$ cat src/rtl/present_enc_pkg.sv
// Shared definitions for the PRESENT-80 encryption scheduler:
// FSM state encoding, round count and datapath widths.
package present_enc_pkg;

    localparam int PRESENT_ROUNDS = 31;
    localparam int PRESENT_DW     = 64;
    localparam int PRESENT_KW     = 80;

    // Round counter only has to reach PRESENT_ROUNDS-1.
    localparam int RCNT_W = $clog2(PRESENT_ROUNDS);
    localparam logic [RCNT_W-1:0] RCNT_LAST = RCNT_W'(PRESENT_ROUNDS - 1);

    typedef enum logic [2:0] {
        IDLE    = 3'd0,
        LOAD    = 3'd1,
        RUN     = 3'd2,
        CAPTURE = 3'd3,
        DONE    = 3'd4
    } sched_state_e;

endpackage

$ cat src/rtl/present_rr_arbiter.sv
// Round-robin arbiter: grants the first asserted request at or above ptr,
// wrapping at NREQ. Purely combinational; the pointer lives in the parent.
module present_rr_arbiter #(
    parameter int NREQ = 4,
    parameter int IDW  = $clog2(NREQ)
) (
    input  logic [NREQ-1:0] req,
    input  logic [IDW-1:0]  ptr,
    input  logic            en,
    output logic [NREQ-1:0] gnt,
    output logic [IDW-1:0]  gnt_idx
);

    logic [IDW:0] cand;
    logic         found;

    // Search upward from ptr; wrap is done by explicit subtraction of NREQ
    // so a non-power-of-two NREQ never aliases through IDW overflow.
    always_comb begin
        gnt     = '0;
        gnt_idx = '0;
        found   = 1'b0;
        cand    = '0;
        for (int k = 0; k < NREQ; k++) begin
            cand = {1'b0, ptr} + (IDW+1)'(k);
            if (cand >= (IDW+1)'(NREQ)) begin
                cand = cand - (IDW+1)'(NREQ);
            end
            if (en && !found && req[cand[IDW-1:0]]) begin
                found                = 1'b1;
                gnt[cand[IDW-1:0]]   = 1'b1;
                gnt_idx              = cand[IDW-1:0];
            end
        end
    end

endmodule

$ cat src/rtl/present_enc_sched.sv
// Scheduler in front of one iterative PRESENT-80 core (core lives in the parent).
// Picks a requester round-robin, loads the core, counts 31 rounds, captures the
// ciphertext and returns it with the requester ID.
// Optional statistics counters (op_count, stall_count) are built when the
// macro PRESENT_ENC_SCHED_STATS_EN is defined.
//
// Handshakes: a transfer happens on a rising edge where valid and ready are both
// high. req_ready depends combinationally on req_valid (only in IDLE); rsp_valid
// never depends on rsp_ready, and rsp_ct/rsp_id stay fixed while rsp_valid waits.
module present_enc_sched
    import present_enc_pkg::*;
#(
    parameter int NREQ = 4,
    parameter int IDW  = $clog2(NREQ)
) (
    input  logic                       clk,
    input  logic                       rst_n,
    input  logic [NREQ-1:0]            req_valid,
    output logic [NREQ-1:0]            req_ready,
    input  logic [PRESENT_DW*NREQ-1:0] req_pt,
    input  logic [PRESENT_KW*NREQ-1:0] req_key,
    output logic                       rsp_valid,
    input  logic                       rsp_ready,
    output logic [PRESENT_DW-1:0]      rsp_ct,
    output logic [IDW-1:0]             rsp_id,
    output logic                       core_load,
    output logic [PRESENT_DW-1:0]      core_idat,
    output logic [PRESENT_KW-1:0]      core_key,
    input  logic [PRESENT_DW-1:0]      core_odat
`ifdef PRESENT_ENC_SCHED_STATS_EN
    ,
    output logic [15:0]                op_count,
    output logic [15:0]                stall_count
`endif
);

    sched_state_e          state_q, state_d;
    logic [IDW-1:0]        ptr_q, ptr_d;
    logic [RCNT_W-1:0]     rcnt_q, rcnt_d;
    logic [PRESENT_DW-1:0] hold_pt_q, hold_pt_d;
    logic [PRESENT_KW-1:0] hold_key_q, hold_key_d;
    logic [IDW-1:0]        hold_id_q, hold_id_d;
    logic                  rsp_valid_q, rsp_valid_d;
    logic [PRESENT_DW-1:0] rsp_ct_q, rsp_ct_d;
    logic [IDW-1:0]        rsp_id_q, rsp_id_d;

    logic                  arb_en;
    logic [NREQ-1:0]       gnt;
    logic [IDW-1:0]        gnt_idx;

    // Grants only in IDLE; held off while reset is asserted so no ready leaks out.
    assign arb_en = (state_q == IDLE) && rst_n;

    present_rr_arbiter #(
        .NREQ (NREQ),
        .IDW  (IDW)
    ) u_arb (
        .req     (req_valid),
        .ptr     (ptr_q),
        .en      (arb_en),
        .gnt     (gnt),
        .gnt_idx (gnt_idx)
    );

    assign req_ready = gnt;
    assign rsp_valid = rsp_valid_q;
    assign rsp_ct    = rsp_ct_q;
    assign rsp_id    = rsp_id_q;
    assign core_load = (state_q == LOAD);
    assign core_idat = hold_pt_q;
    assign core_key  = hold_key_q;

    // Next-state and datapath updates for the job FSM.
    always_comb begin
        state_d     = state_q;
        ptr_d       = ptr_q;
        rcnt_d      = rcnt_q;
        hold_pt_d   = hold_pt_q;
        hold_key_d  = hold_key_q;
        hold_id_d   = hold_id_q;
        rsp_valid_d = rsp_valid_q;
        rsp_ct_d    = rsp_ct_q;
        rsp_id_d    = rsp_id_q;
        case (state_q)
            IDLE: begin
                if (|gnt) begin
                    for (int r = 0; r < NREQ; r++) begin
                        if (gnt[r]) begin
                            hold_pt_d  = req_pt[r*PRESENT_DW +: PRESENT_DW];
                            hold_key_d = req_key[r*PRESENT_KW +: PRESENT_KW];
                        end
                    end
                    hold_id_d = gnt_idx;
                    ptr_d     = (gnt_idx == IDW'(NREQ - 1)) ? '0 : gnt_idx + 1'b1;
                    state_d   = LOAD;
                end
            end
            LOAD: begin
                rcnt_d  = '0;
                state_d = RUN;
            end
            RUN: begin
                rcnt_d = rcnt_q + 1'b1;
                if (rcnt_q == RCNT_LAST) begin
                    state_d = CAPTURE;
                end
            end
            CAPTURE: begin
                rsp_ct_d    = core_odat;
                rsp_id_d    = hold_id_q;
                rsp_valid_d = 1'b1;
                state_d     = DONE;
            end
            DONE: begin
                if (rsp_ready) begin
                    rsp_valid_d = 1'b0;
                    state_d     = IDLE;
                end
            end
            default: state_d = IDLE;
        endcase
    end

    // State and datapath registers; reset drops any job in flight.
    always_ff @(posedge clk or negedge rst_n) begin
        if (!rst_n) begin
            state_q     <= IDLE;
            ptr_q       <= '0;
            rcnt_q      <= '0;
            hold_pt_q   <= '0;
            hold_key_q  <= '0;
            hold_id_q   <= '0;
            rsp_valid_q <= 1'b0;
            rsp_ct_q    <= '0;
            rsp_id_q    <= '0;
        end else begin
            state_q     <= state_d;
            ptr_q       <= ptr_d;
            rcnt_q      <= rcnt_d;
            hold_pt_q   <= hold_pt_d;
            hold_key_q  <= hold_key_d;
            hold_id_q   <= hold_id_d;
            rsp_valid_q <= rsp_valid_d;
            rsp_ct_q    <= rsp_ct_d;
            rsp_id_q    <= rsp_id_d;
        end
    end

`ifdef PRESENT_ENC_SCHED_STATS_EN
    logic [15:0] op_count_q, op_count_d;
    logic [15:0] stall_count_q, stall_count_d;

    assign op_count    = op_count_q;
    assign stall_count = stall_count_q;

    // Saturating counts of delivered responses and back-pressured DONE cycles.
    always_comb begin
        op_count_d    = op_count_q;
        stall_count_d = stall_count_q;
        if (state_q == DONE) begin
            if (rsp_ready) begin
                if (op_count_q != 16'hFFFF) op_count_d = op_count_q + 16'd1;
            end else begin
                if (stall_count_q != 16'hFFFF) stall_count_d = stall_count_q + 16'd1;
            end
        end
    end

    // Statistics registers.
    always_ff @(posedge clk or negedge rst_n) begin
        if (!rst_n) begin
            op_count_q    <= '0;
            stall_count_q <= '0;
        end else begin
            op_count_q    <= op_count_d;
            stall_count_q <= stall_count_d;
        end
    end
`endif

endmodule

$ cat config.mk
export PLATFORM = sky130hd
export DESIGN_NAME = present_enc_sched
export DESIGN_NICKNAME = d
export VERILOG_FILES = /design/src/rtl/present_enc_pkg.sv /design/src/rtl/present_rr_arbiter.sv /design/src/rtl/present_enc_sched.sv
export SDC_FILE = /design/constraint.sdc
export NUM_CORES = 1
export LEC_CHECK = 0
export ABC_AREA = 1
export CORE_AREA = 3 3 335 337
export CTS_CLUSTER_DIAMETER = 200
export DETAILED_ROUTE_END_ITERATION = 16
export DIE_AREA = 0 0 338 340
export PLACE_DENSITY_LB_ADDON = 0.05
export SYNTH_ARGS = -nofsm -noshare
export SYNTH_HDL_FRONTEND = slang
export SYNTH_HIERARCHICAL = 1
export SYNTH_SLANG_ARGS = --single-unit
$ cat constraint.sdc
create_clock -name clk -period 7.5 [get_ports clk]
set_clock_uncertainty 0.15 [all_clocks]
set_input_delay 1.5 -clock clk [delete_from_list [all_inputs] [get_ports clk]]
set_output_delay 1.5 -clock clk [all_outputs]
set_load 0.01 [all_outputs]
# --- After elaboration in Yosys (flattened, before gate mapping) ---
# Cells that the tools add are included.
op_classes:
  bitwise_logic: 3
  magnitude_cmp: 12
  n_mux: 47
  addsub: 9
  n_eq_ne: 9
  reduce_logical: 24
op_table:
  columns: ["cell", "n"]
  rows:
  - ["$mux 80", 4]
  - ["$mux 64", 4]
  - ["$mux 2", 9]
  - ["$mux 4", 4]
  - ["$pmux 3 s5", 1]
  - ["$logic_and 1x1->1", 12]
  - ["$lt 2x3->1 const B", 4]
  - ["$mux 1", 12]
  - ["$or 4x4->4", 3]
  - ["$pmux 5 s2", 1]
  - ["$ge 3x3->1 const B", 3]
  - ["$mux 3", 3]
  - ["$bmux 1 s2", 4]
  - ["$demux 1 s2", 4]
  - ["$ge 2x1->1 const B", 4]
  - ["$sub 2x1->2 const B", 4]
  - ["$add 2x2->3 const B", 2]
  - ["$eq 3x2->1 const B", 2]
  - ["$reduce_and 3->1", 2]
  - ["$add 5x1->5 const B", 1]
  - ["$eq 5x5->1 const B", 1]
  - ["$ne 2x2->1 const B", 2]
  - ["$reduce_and 2->1", 2]
  - ["$reduce_bool 2->1", 2]
  - ["other kinds (12)", 14]
word_totals:
  register_bits: 223
  wordCells: 113

# --- Depth between registers and ports, before layout ---
logic_depth:
  ltp_word: 22
  mapped_depth: 18
  mapped_depth_nobuf: 16

# --- Cells and area by module ---
# The synthesis kept the hierarchy.
modules_own_cells:
  columns: ["module", "n_inst", "area_per_inst_um2", "cells_each", "seq_area_each_um2"]
  rows:
  - ["present_enc_sched", 1, 14415.1, 2220, 5580.4]
  - ["present_rr_arbiter", 1, 493.0, 81, 0.0]

# --- Least setup slack after synthesis ---
# OpenSTA, ideal clock, no wires.
synth_path:
  path_type: "input to output"
  from: "in rst_n"
  to: "out req_ready[1]"
  t_arrival_ns: 2.406
  path_slack_ns: 3.444
  required_time_ns: 5.850
  cell_stages: 8
  n_path_buf: 0
  cell_sequence: "inv_1 -> nor2_1 -> inv_1 -> nor2_1 -> nand2_1 -> nand2_1 -> inv_1 -> nand3_1"
synth_via:
  elab_chain_cells: 15
  elab_cells_between_ends: 21
synth_lines:
  columns: ["item", "line_no", "source"]
  rows:
  - ["start, declared", "present_enc_sched.sv:17", "input logic rst_n,"]
  - ["$logic_and 1x1->1 *", "present_enc_sched.sv:52", "assign arb_en = (state_q == IDLE) && rst_n;"]
  - ["named net arb_en", "present_enc_sched.sv:47", "logic arb_en;"]
  - ["$logic_and 1x1->1", "present_rr_arbiter.sv:29", "if (en && !found && req[cand[IDW-1:0]]) begin"]
  - ["$mux 1", "present_rr_arbiter.sv:29", null]
  - ["$logic_not 1->1", "present_rr_arbiter.sv:29", null]
  - ["$logic_and 1x1->1 (2 in a row)", "present_rr_arbiter.sv:29", null]
  - ["$mux 1", "present_rr_arbiter.sv:29", null]
  - ["$logic_not 1->1", "present_rr_arbiter.sv:29", null]
  - ["$logic_and 1x1->1 (2 in a row)", "present_rr_arbiter.sv:29", null]
  - ["$mux 1", "present_rr_arbiter.sv:29", null]
  - ["$logic_not 1->1", "present_rr_arbiter.sv:29", null]
  - ["$logic_and 1x1->1 (2 in a row)", "present_rr_arbiter.sv:29", null]
  - ["$mux 4 *", "present_rr_arbiter.sv:29", null]
  - ["end, declared", "present_enc_sched.sv:19", "output logic [NREQ-1:0] req_ready,"]
# The timed path passes the listed nets; every way through them passes the cells marked *.

# --- Worst setup path after layout ---
layout_path:
  from: "in req_valid[0]"
  to: "out req_ready[3]"
layout_via:
  elab_chain_cells: 16
  elab_cells_between_ends: 28
layout_lines:
  columns: ["item", "line_no", "source"]
  rows:
  - ["start, declared", "present_enc_sched.sv:18", "input logic [NREQ-1:0] req_valid,"]
  - ["$bmux 1 s2", "present_rr_arbiter.sv:29", null]
  - ["$mux 1 (implied by the code)", "present_rr_arbiter.sv:29", null]
  - ["$logic_and 1x1->1", "present_rr_arbiter.sv:29", null]
  - ["$mux 1", "present_rr_arbiter.sv:29", null]
  - ["$logic_not 1->1", "present_rr_arbiter.sv:29", null]
  - ["$logic_and 1x1->1 (2 in a row)", "present_rr_arbiter.sv:29", null]
  - ["$mux 1", "present_rr_arbiter.sv:29", null]
  - ["$logic_not 1->1", "present_rr_arbiter.sv:29", null]
  - ["$logic_and 1x1->1 (2 in a row)", "present_rr_arbiter.sv:29", null]
  - ["$mux 1", "present_rr_arbiter.sv:29", null]
  - ["$logic_not 1->1", "present_rr_arbiter.sv:29", null]
  - ["$logic_and 1x1->1 (2 in a row)", "present_rr_arbiter.sv:29", null]
  - ["$mux 4 *", "present_rr_arbiter.sv:29", null]
# Mark *: on every way between the ends. The rest lies on a longest branch, timed or not. The select of a mux whose other input is x is not followed.

==> reports/metrics.yaml <==
clock.fmax_mhz: 175
ys_top_cells_by_area: "dfrtp_1, nand2_1, o21a_1"
rows: 121
swShare_pct: 43.1
drtIter0Drc: 681
clkPwrFrac_pct: 20.2
viasPerCell: 3.77
first_global_vias: 17997
wl_um: 97200
finalCriticalPeriod_ps: 5720
ctsHoldBuffers: 0
hp-class: "reg2reg"
routed-via-count: 17299
coreArea_um2: 109000
cts_buffers: 37
start_util_pct: 13.7
gr-total-overflow: 0
yosysUniqueCellTypes: 28
setup_viol: 0
hold_viol: 0
worstSetupPathType: "in2out"
seqPwrFrac_pct: 24.1
die_w_um: 338
area_growth_pct: 75.9
tightest_slew_ps: 1130
grt_pass1_wl_um: 136000
ys_ff_latch: 223
maxSlewViolCount: 0
drive_above_1_share_pct: 7.89
cts_resized: 0
hpwl_um: 75200
wl_per_cell_um: 21.2
status: "complete, no violations"
cts_tree: "yes"
placement.io_buffers: 862
comb_power_share_pct: 55.7
internal_power_mw: 4.96
power.density_nw_per_um2: 333
ys_seq_area_share_pct: 37.4
synth_top_area_share_pct: 37.4
yosys_warnings: 6
placed_area_um2: 25000
rsz0062_at_grt: "no"
worstPathMaxFanout: 40
relSlewSlack_pct: 24.7
cts.path.max_buffers: 3
clock-sinks: 223
startpoint_type: "primary input"
clk_pin_slew_worst_paths_ps: 50
leakage_nw: 11.9
antenna_found_initial: 28
period_share_pct: 76.2
syn_inst: 2301
die-area_um2: 115000
async_flop_share_pct: 100
fillCellCount: 12246
grt_max_degree: 151
htree_levels: 2
track_usage_pct: 16.3
ctsRootBufferMaster: "clkbuf_16"
fin_setup_tns_ps: 0
io_pins: 863
critPathArrivalTime_ps: 4070
critPathSlowestCell: "clkdlybuf4s50_1"
crit_required_ps: 5850
path_cells: "clkdlybuf4s50_1 -> nand2_1 -> nand3_2 -> nand2_1 -> inv_2 -> nor2_4 -> nand3_1 -> nand3_4 -> clkdlybuf4s50_1"
gp_congestion: 0.856
firstDrtPassIters: 4
dieHeight_um: 340
synth.cell_area_um2: 14900
stdcell_count: 4594
post_cts_buffers: 0
drc: 0
synth-main-ff-cell: "dfrtp_1"
post_synth.cell_area_avg_um2: 6.48
clk_latency_ps: 560
finalNetCount: 3737
end_kind: "output port"
synth_nets: 2958
p_sw_mw: 3.76
antenna_left: 0
synth_area_leader_cell: "dfrtp_1"
placed_cells: 4517
worst_ir_drop_vdd_uv: 202
cpPeakStageDelay_ps: 690
synth_edf_count: 0
cap_violations: 0
finalInstanceArea_um2: 26200
[per-stage QoR]
stage	hold slack, ps	util (%)	worst slack (ps)	power, mW
after floorplan	344	-	3440	4.50
after global placement	312	22.9	1720	7.16
after detailed placement	314	22.9	1690	7.14
after CTS	329	24.0	1710	9.02
after global routing	334	24.0	1590	9.50
final	324	24.0	1780	8.72
[path summary, 6_finish.rpt]
check / slack, ps / cells after the start / from / end
max: 1780 / 9 / req_valid[0] / req_ready[3]
min: 320 / 2 / core_idat[6] / core_idat[6]
max reg2reg: 2560 / 18 / ptr_q[0] / core_key[7]
min reg2reg: 320 / 2 / core_idat[6] / core_idat[6]
max in group asynchronous: 4550 / 3 / rst_n / core_key[77]
min in group asynchronous: 630 / 1 / rst_n / rsp_ct[23]
[placed cells by master (no fill, tap or decap), types with 2 or more instances in the layout]
master	count
nor2_4	3
inv_1	211
nand3_1	147
nor2_1	55
bufinv_16	2
clkbuf_16	39
buf_4	16
nand4_1	6
dfrtp_1	223
nand2_2	5
clkbuf_1	7
nand2_4	2
clkdlybuf4s50_1	861
o21a_1	144
inv_2	3
buf_12	4
or2_2	144
nand3_4	4
clkbuf_8	7
o21ai_0	73
nand2_1	1119
nand3_2	3
ha_1	10
clkinv_2	8
diode_2	12
[cell usage after synthesis, types with 2 or more instances]
| master | number |
|---|---|
| dfrtp_1 | 223 |
| inv_1 | 211 |
| nand3_2 | 3 |
| nand2_2 | 4 |
| nand4_1 | 6 |
| nand2_1 | 1120 |
| inv_2 | 3 |
| buf_6 | 2 |
| or2_2 | 144 |
| ha_1 | 10 |
| o21a_1 | 144 |
| buf_2 | 74 |
| nand3_1 | 151 |
| nand2_4 | 2 |
| o21ai_0 | 73 |
| nor2_4 | 2 |
| nor2_1 | 55 |
| clkbuf_1 | 49 |
| buf_4 | 11 |
| buf_1 | 6 |
[final cells by class]
type | instances | area (µm²) | area share [%]
sequential | 223 | 5580 | 21.3
inverter | 214 | 803 | 3.06
tap | 1476 | 1850 | 7.04
multi-input combinational | 1722 | 7910 | 30.2
timing repair buffer | 882 | 8830 | 33.7
antenna | 12 | 30.0 | 0.115
clock buffer | 53 | 1100 | 4.19
clock inverter | 12 | 116 | 0.444
[worst max-delay path: cells and delay by family]
family,cells,cell delay [ps]
buffers and inverters,3,1190
AND/OR/NAND/NOR,6,1340
[sequential cells by signal, summed over array words and instances (netlist names)]
name	cells
rcnt_q	5
ptr_q	2
hold_id_q	2
core_idat	64
state_q	3
rsp_valid	1
rsp_id	2
rsp_ct	64
core_key	80
[cell families (layout without fill, tap and decap cells)]
group           count (synthesis)  count (layout)  synth area share [%]
flops                         223             223                  37.4
xor+xnor                        1               1                0.0588
buf+inv                       356            1161                  9.96
simple gates                 1492            1492                  41.9
compound gates                219             219                  9.77
other cells                     0              12                     0
fa+ha+maj                      10              10                 0.839
[power groups by stage]
stage / clock network [mW] / registers [mW] / logic [mW]
5_1_grt: 1.89 / 2.19 / 5.42
3_5_place_dp: 0 / 2.12 / 5.02
6_report: 1.76 / 2.11 / 4.86
3_3_place_gp: 0 / 2.12 / 5.04
4_1_cts: 1.86 / 2.12 / 5.04
2_1_floorplan: 0 / 2.33 / 2.17
[per-layer routing]
metal  share of wire, %  track usage (%)  vias up
li1                   -                -     8576
met1                 38             17.6     8118
met2                 53             31.2      501
met3                7.8             5.26       86
met4                1.3             2.67       18
met5               0.11                0        -
(Power assumes the default switching activity.)
